===== src/rtl/reg_status_file.sv =====
// Architectural register file with per-register rename tags, updated by decoder dispatch and ROB commit.
// Optional macro COMMIT_BYPASS_EN forwards a clearing commit to same-cycle reads.
module reg_status_file #(
  parameter int                DATA_W   = 32,
  parameter int                REG_W    = 5,
  parameter int                TAG_W    = 4,
  parameter logic [TAG_W-1:0]  TAG_FREE = 4'b1000
) (
  input  logic              clk,
  input  logic              rst,
  input  logic              rdy,
  input  logic [REG_W-1:0]  rs1_addr,
  input  logic [REG_W-1:0]  rs2_addr,
  output logic [TAG_W-1:0]  rs1_tag,
  output logic [DATA_W-1:0] rs1_data,
  output logic [TAG_W-1:0]  rs2_tag,
  output logic [DATA_W-1:0] rs2_data,
  input  logic              alloc_en,
  input  logic [REG_W-1:0]  alloc_addr,
  input  logic [TAG_W-1:0]  alloc_tag,
  input  logic              com_en,
  input  logic [REG_W-1:0]  com_addr,
  input  logic [DATA_W-1:0] com_data,
  input  logic [TAG_W-1:0]  com_tag
);

  localparam int NREGS = 2**REG_W;

  logic [DATA_W-1:0] data_q [NREGS];
  logic [DATA_W-1:0] data_d [NREGS];
  logic [TAG_W-1:0]  tag_q  [NREGS];
  logic [TAG_W-1:0]  tag_d  [NREGS];

  logic com_fire;
  logic com_clears;
  logic alloc_fire;

  assign com_fire   = rdy && com_en && (com_addr != '0);
  assign com_clears = (tag_q[com_addr] == com_tag);
  // A free tag on the alloc port carries no producer, so it is dropped.
  assign alloc_fire = rdy && alloc_en && (alloc_addr != '0) && (alloc_tag != TAG_FREE);

  // Alloc is applied after commit so a same-register rename keeps its new tag.
  always_comb begin
    data_d = data_q;
    tag_d  = tag_q;
    if (com_fire) begin
      data_d[com_addr] = com_data;
      if (com_clears) begin
        tag_d[com_addr] = TAG_FREE;
      end
    end
    if (alloc_fire) begin
      tag_d[alloc_addr] = alloc_tag;
    end
  end

  always_ff @(posedge clk or negedge rst) begin
    if (!rst) begin
      for (int i = 0; i < NREGS; i++) begin
        data_q[i] <= '0;
        tag_q[i]  <= TAG_FREE;
      end
    end else begin
      for (int i = 0; i < NREGS; i++) begin
        data_q[i] <= data_d[i];
        tag_q[i]  <= tag_d[i];
      end
    end
  end

  always_comb begin
    rs1_data = data_q[rs1_addr];
    rs1_tag  = tag_q[rs1_addr];
    rs2_data = data_q[rs2_addr];
    rs2_tag  = tag_q[rs2_addr];
`ifdef COMMIT_BYPASS_EN
    if (rst && com_fire && com_clears) begin
      if (rs1_addr == com_addr) begin
        rs1_data = com_data;
        rs1_tag  = TAG_FREE;
      end
      if (rs2_addr == com_addr) begin
        rs2_data = com_data;
        rs2_tag  = TAG_FREE;
      end
    end
`endif
    // x0 is hard-wired regardless of stored contents or bypass.
    if (rs1_addr == '0) begin
      rs1_data = '0;
      rs1_tag  = TAG_FREE;
    end
    if (rs2_addr == '0) begin
      rs2_data = '0;
      rs2_tag  = TAG_FREE;
    end
  end

endmodule

===== config.mk =====
export PLATFORM = sky130hd
export DESIGN_NAME = reg_status_file
export DESIGN_NICKNAME = d
export VERILOG_FILES = /design/src/rtl/reg_status_file.sv
export SDC_FILE = /design/constraint.sdc
export NUM_CORES = 2
export LEC_CHECK = 0
export ABC_AREA = 1
export BUFFER_PORTS_ARGS = -buffer_cell sky130_fd_sc_hd__buf_2
export CAP_MARGIN = 10
export CORE_ASPECT_RATIO = 0.8
export CORE_MARGIN = 4
export CORE_UTILIZATION = 45
export DETAILED_ROUTE_END_ITERATION = 6
export PLACE_DENSITY = 0.61
export SETUP_SLACK_MARGIN = 0.15
export SYNTH_ARGS = -nofsm -noshare
export SYNTH_HDL_FRONTEND = slang
export SYNTH_SLANG_ARGS = --single-unit

===== constraint.sdc =====
create_clock -name clk -period 4.64 [get_ports clk]
set_input_delay 0.464 -clock clk [delete_from_list [all_inputs] [get_ports clk]]
set_output_delay 0.464 -clock clk [all_outputs]
set_load 0.005 [all_outputs]

==> run_results.csv <==
group,metric,value,unit
finish,final_common_cell,"o21ai_0",
finish,final_core_util,49.8,%
clock_network,cts-buffers-inserted,118,
floorplanning,coreArea,0.141,mm^2
timing,skew,0.0177,ns
detailed_routing,vias,65400,
critical_path,cp-end-kind,"primary output",
critical_path,r2r_end,"tag_q[1]",
grt,grt_max_degree,161,
clock_network,cts_setup_buffers,0,
critical_path,critPathKind,"in -> out",
flow_run,max_cap_violations,0,
timing,tightestPinTransition,1.24,ns
synth,synth_cell_types,32,
timing,timing.final.crit_share,81.8,%
timing,holdWs,0.0413,ns
synth,synth-seq-cells,1152,
synth,syn_area,0.0641,mm^2
grt,overflow,0,
finish,layout_common_cells,"o21ai_0, nand2_1, nor2_1",
clock_network,cts.path.max_buffers,3,
clock_network,cts_tree,"yes",
min_path,hold_path_end,"data_q[225]",
place,hpwl,153000,um
detailed_routing,first_pass_iters,6,
critical_path,critPathArrivalTime,3.33,ns
detailed_routing,drc_errors,0,
finish,final-instance-count-excl-fill,10300,
critical_path,slowest_delay,0.41,ns
min_path,hold_start,"com_data[1]",
synth,syn-num-nets,8795,
finish,drive_above_1_share,8.19,%
floorplanning,die_width,430,um
timing,slew_headroom,17.1,%
grt,grt_pass1_vias,60900,
finish,fillers,13800,
finish,seqCellArea,0.0289,mm^2
place,port_buffers,136,
clock_network,path_clk_slew,0.06,ns
clock_network,ctsHtreeMaxLevel,3,
synth,synth_cells,8730,
timing,hold_viol_final,0,
critical_path,cp-start-kind,"primary input",
finish,multi_input_area,0.0308,mm^2
critical_path,slowest_stage,"inv_8",
detailed_routing,vias_per_cell,6.34,
timing,fmax,0.264,GHz
power_and_ir_drop,power.density,397,mW/mm^2
synth,ys_warn_count,0,
grt,grt.total_usage,35.2,%
power_and_ir_drop,leakage,31.2,nW
clock_network,cts-root-buf,"clkbuf_16",
timing,setup_violations,0,
clock_network,ctsResizeCount,0,
synth,synth_top_cell_area_share,43.7,%
critical_path,cp_cell_sequence,"buf_8 -> inv_8 -> buf_12 -> buf_12 -> buf_4 -> o21ai_0 -> o22ai_1 -> nor2_1 -> nor2_1 -> o21ai_0 -> nand3_1 -> nand2_1 -> a21oi_1 -> buf_2",
timing,finalSetupTns,0,ns
floorplanning,pin_count,137,
clock_network,clock_latency,0.77,ns
timing,min_period,3.79,ns
critical_path,required,4.18,ns
grt,antenna_found_initial,8,
floorplanning,dieArea,0.149,mm^2
run_status,status,"finished clean",
synth,avgSynthCellArea,7.34,um^2
synth,synth_top_area_cell,"dfrtp_1",
detailed_routing,ant_nets,0,
power_and_ir_drop,vdd_drop_max,0.282,mV
clock_network,cts_num_sinks,1152,
min_path,min_path_cells,3,
detailed_routing,drtIter0Drc,9031,
power_and_ir_drop,fin_total_pwr,0.0279,W
place,place_congestion,0.949,
floorplanning,dieHeight,345,um
timing,drv_slew,0,
floorplanning,fp-row-count,123,
detailed_routing,post_drt_wl_per_cell,26.0,um
finish,area_delta_synth_final,9.55,%
critical_path,reg2regPathDepth,15,
synth,ys_seq_area_share,45.1,%
detailed_routing,wirelength,268000,um
floorplanning,initial_core_util,45.4,%
finish,fin_nets,8408,
critical_path,timing.rr.start,"tag_q[77]",
synth,synthTopCellsByArea,"dfrtp_1, o21ai_0, nand2_1",
grt,grt_pass1_wl,403000,um
critical_path,cp_max_fo,61,
min_path,hold_class,"in -> reg",
critical_path,r2r_slack,1.88,ns
timing,rsz0062_at_grt,"false",
place,dp_cells,10100,
## timing repair
item                                    CTS  global route
hold endpoints to repair                 59             0
endpoints found under the setup margin    0             0
hold buffers                             14             0
## registers in the layout, indices dropped and copies added (netlist names)
| signal | flops |
|---|---|
| data_q | 1024 |
| tag_q | 128 |
## critical path: cells and delay by family
family / cells / cell delay [ns]
compound gates: 4 / 0.64
buf+inv: 6 / 1.75
simple gates: 4 / 0.32
## cells by family after synthesis
group / after synthesis / share of synthesized area (%)
buf+inv: 1132 / 6.93
flops: 1152 / 45.1
simple gates: 3419 / 21.4
compound gates: 3027 / 26.6
## metrics by stage
step                setup WS, ns  area [um^2]
finish                     0.846        70200
global route               0.792        70200
CTS                        0.995        70200
detailed placement         0.913        65900
global placement           0.916        65900
floorplan                   2.27        64100
## worst max path at each step
stage	startpoint	end	slack, ns	cells after the start
after floorplan	rs1_addr[0]	rs1_data[29]	2.27	9
after global placement	rs1_addr[0]	rs1_data[19]	0.92	14
after detailed placement	com_addr[1]	tag_q[1]	0.91	15
after CTS	rs1_addr[0]	rs1_data[19]	1.0	14
after global routing	rs1_addr[0]	rs1_data[19]	0.79	14
final	rs1_addr[0]	rs1_data[19]	0.85	14
## Yosys cell counts
cell / count
or2_2: 7
nand3_4: 30
nor2_4: 3
o21ai_1: 16
buf_1: 47
a21oi_1: 152
o22ai_1: 119
o21ai_0: 2222
nor3_2: 7
nor2_2: 1
inv_1: 240
nand3_1: 271
o221ai_1: 398
nor3_1: 13
clkbuf_1: 734
nor2_1: 1330
dfrtp_1: 1120
o211ai_1: 20
nand3b_1: 1
nand2_1: 1750
buf_6: 8
buf_12: 3
a21oi_2: 30
buf_4: 1
nand2_2: 2
a31oi_1: 70
nor4_1: 3
clkinv_1: 2
buf_2: 60
nor2_8: 1
inv_2: 37
dfstp_2: 32
## layer usage
layer / part of all wire [%] / track usage, % / up-vias
met5: 0.013 / 0 / -
li1: - / - / 29000
met1: 41 / 49.5 / 31300
met4: 5.6 / 16.7 / 6
met3: 12 / 8.97 / 872
met2: 42 / 50.8 / 4289
## power breakdown
part           switching (W)  total (W)  internal [W]
clock                0.00437     0.0104       0.00605
combinational        0.00326    0.00492       0.00166
sequential           0.00112     0.0125        0.0114
## cell type report
type                            count  area share (%)
Clock inverter                     45           0.881
Multi-Input combinational cell   6446            43.9
Antenna cell                        5          0.0178
Tap cell                         1875            3.34
Clock buffer                      173            5.05
Sequential cell                  1152            41.1
Timing Repair Buffer              346            4.10
Inverter                          279            1.62
No activity file was read; power rests on OpenSTA's default activity.
